<file path="src/rtl/toy_dtcm_resp_queue.sv">
`default_nettype none
// ============================================================================
// Module   : toy_dtcm_resp_queue
// Purpose  : DTCM load-response tracker. Captures the load sideband in a
//            single pending stage, takes the SRAM read word one cycle after
//            acceptance, aligns (and optionally size/sign-extends) it, and
//            buffers the result in a DEPTH-entry FIFO toward writeback.
//            cancel_en flushes pending and buffered loads. The int/fp wakeup
//            fires only on the cycle a result leaves the FIFO.
// Macro    : TOY_DTCM_RESP_SEXT_EN - when defined, the result is masked to
//            8<<size bits and sign/zero extended. When undefined, the result
//            is the shifted word only.
// Ports    : clk, rst (async, active-high)
//            req_vld/req_rdy, req_phy_id, req_int, req_fp, req_off,
//            req_size, req_signed           - load request sideband
//            mem_vld, mem_data              - SRAM read return
//            cancel_en                      - pipeline flush
//            resp_vld/resp_rdy, resp_data, resp_phy_id - writeback result
//            fwd_int_en, fwd_fp_en, fwd_phy_id         - wakeup
// Revision : 1.0 - initial release
// ============================================================================
module toy_dtcm_resp_queue #(
  parameter int DATA_W   = 64,
  parameter int PHY_ID_W = 6,
  parameter int DEPTH    = 4,
  parameter int OFF_W    = $clog2(DATA_W / 8)
) (
  input  logic                clk,
  input  logic                rst,
  input  logic                req_vld,
  output logic                req_rdy,
  input  logic [PHY_ID_W-1:0] req_phy_id,
  input  logic                req_int,
  input  logic                req_fp,
  input  logic [OFF_W-1:0]    req_off,
  input  logic [1:0]          req_size,
  input  logic                req_signed,
  input  logic                mem_vld,
  input  logic [DATA_W-1:0]   mem_data,
  input  logic                cancel_en,
  output logic                resp_vld,
  input  logic                resp_rdy,
  output logic [DATA_W-1:0]   resp_data,
  output logic [PHY_ID_W-1:0] resp_phy_id,
  output logic                fwd_int_en,
  output logic                fwd_fp_en,
  output logic [PHY_ID_W-1:0] fwd_phy_id
);

  localparam int PTR_W = $clog2(DEPTH);
  localparam int CNT_W = PTR_W + 1;

  // Pending stage: sideband of the load whose SRAM data arrives next cycle
  logic                pend_vld_q, pend_vld_d;
  logic [PHY_ID_W-1:0] pend_id_q,  pend_id_d;
  logic                pend_int_q, pend_int_d;
  logic                pend_fp_q,  pend_fp_d;
  logic [OFF_W-1:0]    pend_off_q, pend_off_d;
`ifdef TOY_DTCM_RESP_SEXT_EN
  logic [1:0]          pend_size_q,   pend_size_d;
  logic                pend_signed_q, pend_signed_d;
`endif

  // FIFO control
  logic [PTR_W-1:0]    wr_ptr_q,   wr_ptr_d;
  logic [PTR_W-1:0]    rd_ptr_q,   rd_ptr_d;
  logic [CNT_W-1:0]    fifo_cnt_q, fifo_cnt_d;

  // FIFO storage (not reset; outputs masked while empty)
  logic [DATA_W-1:0]   fifo_data_q [DEPTH];
  logic [PHY_ID_W-1:0] fifo_id_q   [DEPTH];
  logic                fifo_int_q  [DEPTH];
  logic                fifo_fp_q   [DEPTH];

  logic                accept;
  logic                push;
  logic                pop;
  logic [DATA_W-1:0]   aligned;
  logic [DATA_W-1:0]   ext_data;

  // Credit counts the pending load too, so a slot is always free for it
  assign req_rdy  = (CNT_W'(pend_vld_q) + fifo_cnt_q) < CNT_W'(DEPTH);
  assign accept   = req_vld & req_rdy & ~cancel_en;
  assign push     = mem_vld & pend_vld_q & ~cancel_en;
  assign resp_vld = (fifo_cnt_q != '0);
  // A pop coinciding with cancel is void: the flush wins
  assign pop      = resp_vld & resp_rdy & ~cancel_en;

  assign aligned  = mem_data >> {pend_off_q, 3'b000};

`ifdef TOY_DTCM_RESP_SEXT_EN
  logic [31:0]       keep_bits;
  logic [DATA_W-1:0] keep_mask;
  logic [DATA_W-1:0] top_bit;
  logic              fill;

  always_comb begin
    keep_bits = 32'd8 << pend_size_q;
    // Shifting by >= DATA_W yields zero, so wide sizes keep every bit
    keep_mask = ~({DATA_W{1'b1}} << keep_bits);
    top_bit   = keep_mask & ~(keep_mask >> 1);
    fill      = pend_signed_q & (|(aligned & top_bit));
    ext_data  = fill ? (aligned | ~keep_mask) : (aligned & keep_mask);
    if (pend_size_q == 2'd3) begin
      ext_data = aligned;
    end
  end
`else
  logic unused_sext;
  assign unused_sext = ^{req_size, req_signed};
  assign ext_data    = aligned;
`endif

  always_comb begin
    pend_vld_d = pend_vld_q;
    pend_id_d  = pend_id_q;
    pend_int_d = pend_int_q;
    pend_fp_d  = pend_fp_q;
    pend_off_d = pend_off_q;
`ifdef TOY_DTCM_RESP_SEXT_EN
    pend_size_d   = pend_size_q;
    pend_signed_d = pend_signed_q;
`endif
    if (cancel_en) begin
      pend_vld_d = 1'b0;
    end else if (accept) begin
      pend_vld_d = 1'b1;
      pend_id_d  = req_phy_id;
      pend_int_d = req_int;
      pend_fp_d  = req_fp;
      pend_off_d = req_off;
`ifdef TOY_DTCM_RESP_SEXT_EN
      pend_size_d   = req_size;
      pend_signed_d = req_signed;
`endif
    end else if (push) begin
      pend_vld_d = 1'b0;
    end

    wr_ptr_d   = wr_ptr_q + PTR_W'(push);
    rd_ptr_d   = rd_ptr_q + PTR_W'(pop);
    fifo_cnt_d = fifo_cnt_q + CNT_W'(push) - CNT_W'(pop);
    if (cancel_en) begin
      wr_ptr_d   = '0;
      rd_ptr_d   = '0;
      fifo_cnt_d = '0;
    end
  end

  always_ff @(posedge clk or posedge rst) begin
    if (rst) begin
      pend_vld_q <= 1'b0;
      pend_id_q  <= '0;
      pend_int_q <= 1'b0;
      pend_fp_q  <= 1'b0;
      pend_off_q <= '0;
`ifdef TOY_DTCM_RESP_SEXT_EN
      pend_size_q   <= '0;
      pend_signed_q <= 1'b0;
`endif
      wr_ptr_q   <= '0;
      rd_ptr_q   <= '0;
      fifo_cnt_q <= '0;
    end else begin
      pend_vld_q <= pend_vld_d;
      pend_id_q  <= pend_id_d;
      pend_int_q <= pend_int_d;
      pend_fp_q  <= pend_fp_d;
      pend_off_q <= pend_off_d;
`ifdef TOY_DTCM_RESP_SEXT_EN
      pend_size_q   <= pend_size_d;
      pend_signed_q <= pend_signed_d;
`endif
      wr_ptr_q   <= wr_ptr_d;
      rd_ptr_q   <= rd_ptr_d;
      fifo_cnt_q <= fifo_cnt_d;
    end
  end

  always_ff @(posedge clk) begin
    if (push) begin
      fifo_data_q[wr_ptr_q] <= ext_data;
      fifo_id_q[wr_ptr_q]   <= pend_id_q;
      fifo_int_q[wr_ptr_q]  <= pend_int_q;
      fifo_fp_q[wr_ptr_q]   <= pend_fp_q;
    end
  end

  // Head outputs; masked to zero while the FIFO is empty
  assign resp_data   = resp_vld ? fifo_data_q[rd_ptr_q] : '0;
  assign resp_phy_id = resp_vld ? fifo_id_q[rd_ptr_q]   : '0;
  assign fwd_phy_id  = resp_phy_id;
  assign fwd_int_en  = resp_vld & resp_rdy & fifo_int_q[rd_ptr_q];
  assign fwd_fp_en   = resp_vld & resp_rdy & fifo_fp_q[rd_ptr_q];

endmodule
`default_nettype wire

</file>
<file path="config.mk">
export PLATFORM = sky130hd
export DESIGN_NAME = toy_dtcm_resp_queue
export DESIGN_NICKNAME = d
export VERILOG_FILES = /design/src/rtl/toy_dtcm_resp_queue.sv
export SDC_FILE = /design/constraint.sdc
export NUM_CORES = 1
export LEC_CHECK = 0
export ABC_AREA = 1
export CORE_ASPECT_RATIO = 1.25
export CORE_MARGIN = 2
export CORE_UTILIZATION = 43
export DETAILED_ROUTE_END_ITERATION = 12
export PLACE_DENSITY = 0.63
export SKIP_CTS_REPAIR_TIMING = 1
export SLEW_MARGIN = 20
export SYNTH_ARGS = -nofsm -noshare
export SYNTH_HDL_FRONTEND = slang
export SYNTH_SLANG_ARGS = --single-unit
</file>
<file path="constraint.sdc">
create_clock -name clk -period 7.77 [get_ports clk]
set_input_delay 1.554 -clock clk [delete_from_list [all_inputs] [get_ports clk]]
set_output_delay 1.554 -clock clk [all_outputs]
set_load 0.02 [all_outputs]
</file>
### Word-level counts from Yosys, hierarchy flattened

Memories as Yosys holds them, arrays and structs flattened.
Cells that the tools add are included.

| operators by class | value |
|---|---|
| muxes and demuxes | 10 |
| add/subtract/negate cells | 5 |
| bitwise gates (word level) | 9 |
| reduce and logical (&&, ||, !) cells | 3 |
| order comparisons | 1 |
| shift operators | 1 |

Operators by type and width:

| cell | number |
|---|---|
| two-way mux 64 bit | 1 |
| right shift 64 x 6 -> 64 bit | 1 |
| AND 1 bit | 8 |
| two-way mux 6 bit | 1 |
| nonzero test 3 bit | 2 |
| two-way mux 1 bit | 5 |
| adder 2 x 1 -> 2 bit | 2 |
| two-way mux 2 bit | 2 |
| adder 1 x 3 -> 3 bit | 1 |
| adder 3 x 1 -> 3 bit | 1 |
| less-than comparator 3 bit, second input constant | 1 |
| two-way mux 3 bit | 1 |
| subtractor 3 x 1 -> 3 bit | 1 |
| AND reduction 2 bit | 1 |
| NOT 1 bit | 1 |

| word-level totals | value |
|---|---|
| output and inout bits | 80 |
| memory bits (writable) | 288 |
| flip-flop bits (word level) | 19 |
| memories kept | 4 |
| logic and storage cells | 41 |

Memories:

| memory | words | bits a word | rd ports | clocked after memory_dff | wr ports | line | source |
|---|---|---|---|---|---|---|---|
| fifo_data_q | 4 | 64 | 1 | 0 | 1 | 70 | `logic [DATA_W-1:0] fifo_data_q [DEPTH];` |
| fifo_id_q | 4 | 6 | 1 | 0 | 1 | 71 | `logic [PHY_ID_W-1:0] fifo_id_q [DEPTH];` |
| fifo_fp_q | 4 | 1 | 1 | 0 | 1 | 73 | `logic fifo_fp_q [DEPTH];` |
| fifo_int_q | 4 | 1 | 1 | 0 | 1 | 72 | `logic fifo_int_q [DEPTH];` |

### Logic depth before layout (Yosys ltp)

Gate-level depths: netlist of the first run.

| logic depth | value |
|---|---|
| depth after elaboration | 6 |
| gate-level depth with buffers | 12 |
| depth with buffers taken out | 12 |

### Least setup slack after synthesis of the first run

Ideal clock, no wire load.

| timing | value |
|---|---|
| path type | input -> register |
| start | input cancel_en |
| end | memory fifo_data_q[0][0] (enable) |
| cell stages on the path | 4 |
| required time | 7.179 ns |
| path slack | 0.291 ns |
| arrival time | 6.888 ns |
| buffers on the path | 1 |
| cells stage by stage | buf_2 inv_1 nand3_1 nor3_1 |

| between the ends | value |
|---|---|
| cells in the longest elaborated chain, start to end | 4 |

Ends and longest elaborated chain:

| element | line | source |
|---|---|---|
| from (decl) | 40 | `input logic cancel_en,` |
| NOT 1 bit (no source line) | - |  |
| AND 1 bit | 84 | `assign push = mem_vld & pend_vld_q & ~cancel_en;` |
| two-way mux 1 bit | 181 | `if (push) begin` |
| two-way mux 1 bit (not written as such) | 182 | `fifo_data_q[wr_ptr_q] <= ext_data;` |
| to (decl) | 70 |  |

No other way between the ends.

### Worst setup path after layout of the first run

| timing | value |
|---|---|
| start | register rd_ptr_q[0] |
| end | output resp_data[51] |

| between the ends | value |
|---|---|
| cells in the longest elaborated chain, start to end | 2 |

Ends and longest elaborated chain:

| element | line | source |
|---|---|---|
| from (decl) | 66 | `logic [PTR_W-1:0] rd_ptr_q, rd_ptr_d;` |
| from (signal assigned) | 175 | `rd_ptr_q <= rd_ptr_d;` |
| memory read (4 x 64 bit) | - |  |
| two-way mux 64 bit | 190 | `assign resp_data = resp_vld ? fifo_data_q[rd_ptr_q] : '0;` |
| to (decl) | 43 | `output logic [DATA_W-1:0] resp_data,` |

No other way between the ends.

==> results of run 1 <==
==> critical path, delay by kind of cell (launching register included) <==
family | cells | cell delay [ns]
buf+inv | 3 | 1.90
simple gates | 3 | 0.22
compound gates | 1 | 0.30
flops | 1 | 0.82
==> state kept, by name, indices dropped and copies added, names as in the netlist <==
register,cells
fifo_cnt_q,3
fifo_data_q,256
fifo_fp_q,4
fifo_id_q,24
fifo_int_q,4
pend_fp_q,1
pend_id_q,6
pend_int_q,1
pend_off_q,3
pend_vld_q,1
rd_ptr_q,2
wr_ptr_q,2
==> where the power goes <==
| part | internal, mW | switching, mW |
|---|---|---|
| sequential | 2.09 | 0.135 |
| clock | 0.845 | 0.611 |
| combinational | 0.642 | 1.31 |
==> logic make-up (layout without fill, tap and decap cells) <==
family,after synthesis,after routing,share of synthesized area (%)
compound gates,178,178,6.38
other cells,0,2,0
simple gates,812,812,23.2
buf+inv,116,249,4.44
flops,307,307,65.3
xor+xnor,2,2,0.125
fa+ha+maj,5,5,0.502
==> placed cells by master (no fill, tap or decap), types with 2 or more instances in the layout <==
| master | Yosys | layout |
|---|---|---|
| dfrtp_2 | 0 | 2 |
| inv_2 | 4 | 3 |
| bufinv_16 | 0 | 3 |
| nand3_1 | 143 | 143 |
| buf_4 | 14 | 15 |
| nand4_1 | 2 | 2 |
| clkdlybuf4s50_1 | 0 | 160 |
| clkbuf_8 | 0 | 4 |
| nor3_2 | 1 | 4 |
| clkinv_2 | 0 | 9 |
| ha_1 | 4 | 4 |
| clkbuf_1 | 29 | 3 |
| clkbuf_16 | 0 | 30 |
| edfxtp_1 | 288 | 288 |
| dfrtp_1 | 19 | 16 |
| nor2_1 | 185 | 185 |
| clkinvlp_4 | 0 | 3 |
| a21oi_1 | 73 | 73 |
| clkinv_1 | 0 | 3 |
| diode_2 | 0 | 2 |
| nand2_1 | 477 | 477 |
| inv_1 | 13 | 13 |
| o21ai_0 | 105 | 105 |
==> cell type report <==
cell class / instances / area share [%]
flip-flops and latches: 307 / 54.7
multi-input cells: 997 / 25.5
repair buffers: 175 / 10.3
clock buffers: 37 / 4.90
well taps: 412 / 3.09
clock inverters: 19 / 1.11
inverters: 18 / 0.450
diodes: 2 / 0.0300
==> how the worst min path moves through the flow <==
stage | from | end | slack, ns | depth (start not counted)
after detailed placement | pend_fp_q | fifo_fp_q[1] | 0.50 | 0
after global placement | pend_fp_q | fifo_fp_q[3] | 0.49 | 0
after global routing | pend_id_q[3] | fifo_id_q[3][3] | 0.54 | 0
after CTS | pend_fp_q | fifo_fp_q[1] | 0.52 | 0
after floorplan | rd_ptr_q[1] | rd_ptr_q[1] | 0.45 | 1
final | pend_id_q[3] | fifo_id_q[2][3] | 0.51 | 0
==> routing by layer <==
layer  routed length (um)  part of all wire [%]  GRT usage (%)
met1                14900                    40           28.1
met3                 2530                   6.8           3.77
met4                 1550                   4.1           9.25
met2                18400                    49           38.1
met5                   38                  0.10              0
==> results.md, run 1 <==
* Pre-Repair DR Iteration Count at 7
* Top cells by count, synth: nand2_1 (477), edfxtp_1 (288), nor2_1 (185)
* Max Root-Sink Buffers at 3
* TNS Setup at 0 ns
* Worst vdd ir at 0.309 mV
* Area contributors post-synth: edfxtp_1 (62%), nand2_1 (13%), nand3_1 (5.1%)
* Reg area at 9130 um^2
* Post-synth EDFFs at 288
* Fmax achieved at 186 MHz
* Final Cell Area at 16,700 um^2
* Worst skew pair latency at 0.57 ns
* Cell area after synthesis at 14,000 um^2
* Setup crit end: resp_data[51]
* Yosys cell types at 24
* Vias/cell at 5.31
* Slew margin rel. at 24.4%
* FFs w/ async S/R, synth at 6.19%
* Routed WL at 37,400 um
* DP Wirelength at 23,200 um
* Vias in the first global route at 9,970
* First-pass GRT wire length at 56,700 um
* Die width at 165 um
* Fin. max-slew vios at 0
* Util after Layout at 52.4%
* Area grow syn2layout at 19.5%
* Static Leak at 6.42 nW
* Residual DRC at 0
* Grt ovf at 0
* R2r endpoint: fifo_data_q[2][2]
* Initial drt markers at 967
* HP Class: reg -> reg
* Main flop type after synthesis: edfxtp_1
* Vias at 10,400
* WP data required at 6.22 ns
* # port buffers at 160
* Per-cell routed wire length at 19.0 um
* P per Cell Area at 338 nW/um^2
* Pre-CTS setup slack at 2.62 ns
* Worst slew pin tran at 1.13 ns
* Share of the synthesized area in the top cell type at 61.9%
* # H-tree levels at 1
* Max incr delay on CP at 0.82 ns
* Yosys top cell by area: edfxtp_1
* Post-Syn Instances at 1,420
* Total power at 5.64 mW
* Post-synthesis sequential area ratio at 65.3%
* CTS tree: yes
* Finished Layout Cells at 1,967
* Critical path's most frequent cell: nand2_1
* Most common cell in the netlist: nand2_1
* Synth Register Bits at 307
* Die Ht at 205 um
* Largest net degree at the start of global routing at 107
* Yosys Warn Count at 0
* Inst Count DP at 1,909
* TritonCTS buffer count at 30
* Count of final hold-check violations at 0
* Root buffer cell: clkbuf_16
* Crit end category: output pin
* GRT Total Usage at 22.3%
* Core ar. at 31,900 um^2
* # rows at 73
* Worst-path cell chain: inv_6 -> buf_4 -> nand2_1 -> nand2_1 -> nand2_1 -> a21oi_1 -> clkdlybuf4s50_1
* Share of cells above drive strength 1 at 5.02%
* Layout Nets at 1,618
* Area taken by multi-input logic gates at 4250 um^2
* Critical path fanouts, max at 106
* Antenna violations before repair at 6
* R2R depth at 6
* Worst Path Arrival at 3.83 ns
* Critical path type: reg -> out
* I/O pin count at 164
* Worst setup path start: rd_ptr_q[0]
* Fin worst setup slack at 2.39 ns
* Clock-pin slew on the worst setup and hold paths at 0.07 ns
* Worst setup SP type: register
* Die ar. at 33,900 um^2
* Tmin final at 5.38 ns
* RSZ-0062 raised after global routing: no
* Placed Area at 15,700 um^2
* Worst r2r src: pend_off_q[0]
* Reg2Reg Setup Slack at 4.85 ns
* Hold Slack at 0.513 ns
* GP Congestion at 0.867
* Post-Route Skew at 0.00785 ns
* # setup viols final at 0
* Routed Antenna Nets at 0
* Max-Cap Viols at 0
* Synthesized area per cell at 9.84 um^2
* Slowest-stage cell, CP: dfrtp_4
* Final period util at 69.3%
* Mapped Nets at 1,509
* Status: finished, final reports clean
* CTS Sinks at 307
* # fillers at 2,711
* Initial core utilization at 43.8%
(Power assumes the default switching activity.)
==> inputs of run 2 (changes only) <==
Settings changed: PLACE_DENSITY 0.63 to 0.65.
Clock period 7.77 ns to 4.8 ns, I/O delays scaled along.
==> run 2 against run 1 <==
- critical path depth decreased by 2
- sequential power increased by 55%
- count of clock-buffer cells in the layout increased by 3
- routed wire length rose by 0.21%
- clock skew increased by 0.0014 ns
- worst hold slack improved by 0.0025 ns
- via count increased by 0.27%
- power is 62% higher
- utilization increased by 0.27 points
- combinational power up 71%
- register-to-register slack worse by 2.8 ns
- sequential share of layout area fell by 0.28 points
- critical path type unchanged
- largest power group unchanged
==> results.md, run 2 (synthesis results as in run 1) <==
* Most common cell after layout, fill and taps aside: nand2_1
* TNS Setup at 0 ns
* Tmin final at 4.19 ns
* HP Class: reg -> reg
* Clock-pin slew on the worst setup and hold paths at 0.06 ns
* Vias in the first global route at 10,300
* Fin. max-slew vios at 0
* Worst slew pin tran at 1.11 ns
* Static Leak at 6.45 nW
* GP Congestion at 0.839
* Slew margin rel. at 25.7%
* First-pass GRT wire length at 57,800 um
* P_sw at 3.33 mW
* Worst Path Arrival at 3.23 ns
* Post-Route Skew at 0.00924 ns
* Worst setup SP type: register
* Crit end category: output pin
* Worst setup path start: rd_ptr_q[1]
* I/O pin count at 164
* Die Ht at 205 um
* Reg2Reg Setup Slack at 2.09 ns
* Finished Layout Cells at 1,970
* Internal Power at 5.81 mW
* Clock group share of total power at 25.6%
* Layout Nets at 1,620
* Most frequent cells in the layout: nand2_1 (477), edfxtp_1 (288), nor2_1 (185)
* Pre-Repair DR Iteration Count at 8
* Final Cell Area at 16,800 um^2
* Root buffer cell: clkbuf_16
* Hold wc startpoint: pend_fp_q
* Vias/cell at 5.32
* Count of final hold-check violations at 0
* # H-tree levels at 1
* Vias at 10,500
* Inst Count DP at 1,911
* Seq pwr share at 37.8%
* # fillers at 2,729
* Grt ovf at 0
* Initial core utilization at 43.8%
* Largest net degree at the start of global routing at 99
* Per-cell routed wire length at 19.0 um
* Critical path type: reg -> out
* DP Wirelength at 23,400 um
* Core ar. at 31,900 um^2
* # port buffers at 160
* Critical path fanouts, max at 98
* WP data required at 3.84 ns
* Routed Antenna Nets at 0
* Worst skew pair latency at 0.55 ns
* Hold Path Stages at 0
* CTS tree: yes
* TritonCTS buffer count at 30
* CTS Sinks at 307
* Placed Area at 15,800 um^2
* R2R depth at 13
* Die width at 165 um
* Share of cells above drive strength 1 at 5.08%
* RSZ-0062 raised after global routing: no
* Worst vdd ir at 0.335 mV
* Antenna violations before repair at 6
* Residual DRC at 0
* # rows at 73
* GRT Total Usage at 22.5%
* Fmax achieved at 239 MHz
* Max-Cap Viols at 0
* Final period util at 87.3%
* R2r endpoint: fifo_cnt_q[2]
* Routed WL at 37,500 um
* Max reg flops at 256
* Switching share of power at 36.4%
* Util after Layout at 52.6%
* Largest regs: fifo_data_q (256), fifo_id_q (24), pend_id_q (6)
* Status: finished, final reports clean
* Logic pwr share at 36.5%
* Worst Hold End: fifo_fp_q[0]
* # setup viols final at 0
* P per Cell Area at 545 nW/um^2
* Worst r2r src: fifo_cnt_q[1]
* Total power at 9.14 mW
* Max Root-Sink Buffers at 3
* Area grow syn2layout at 20.1%
* Die ar. at 33,900 um^2
* Initial drt markers at 1,108
* Biggest register: fifo_data_q
[run 2: cell types whose count changed in the layout (fill, tap and decap cells not counted), sizes merged, moves of 2 or more]
| cell | change |
|---|---|
| clkbuf | +3 |
| clkinvlp | -3 |
| buf | +2 |
| inv | +2 |
[run 2: routing by layer]
metal	up-vias	track usage (%)	routed length [um]
li1	5050	-	-
met1	4947	28.3	14700
met2	391	38.4	18600
met3	80	3.67	2600
met4	6	9.50	1530
met5	-	0	36
[run 2: critical path: stages (launching register included)]
cell             delay, ns
dfrtp_1               0.42
inv_4                 0.76
buf_4                 0.43
nand2_1               0.09
a21oi_1               0.24
clkdlybuf4s50_1       0.65
[run 2: cell type report]
type	count	area (um^2)	area share, %
flip-flops and latches	307	9130	54.4
multi-input cells	997	4250	25.3
repair buffers	177	1800	10.8
clock buffers	40	860	5.12
well taps	412	515	3.07
clock inverters	16	138	0.820
inverters	18	72.6	0.433
diodes	3	7.51	0.0448
[run 2: metrics by stage]
step | setup WS, ns | hold slack (ns)
detailed placement | 1.16 | 0.495
global route | 0.457 | 0.546
CTS | 0.563 | 0.511
finish | 0.608 | 0.515
global placement | 1.23 | 0.490
floorplan | -2.08 | 0.453
[run 2: how the worst max path moves through the flow]
stage | slack (ns) | end | cells past startpoint
after floorplan | -2.08 | fifo_data_q[0][0] | 4
after global placement | 1.23 | fwd_phy_id[0] | 5
after detailed placement | 1.16 | fwd_phy_id[0] | 5
after CTS | 0.56 | fwd_phy_id[0] | 5
after global routing | 0.46 | resp_phy_id[2] | 5
final | 0.61 | resp_data[11] | 5
[run 2: power groups by stage]
| stage | clock, mW | sequential, mW | combinational (mW) |
|---|---|---|---|
| 2_1_floorplan | 0 | 3.49 | 2.01 |
| 3_3_place_gp | 0 | 3.51 | 3.31 |
| 3_5_place_dp | 0 | 3.52 | 3.35 |
| 4_1_cts | 2.37 | 3.46 | 3.36 |
| 5_1_grt | 2.49 | 3.48 | 3.64 |
| 6_report | 2.34 | 3.46 | 3.34 |
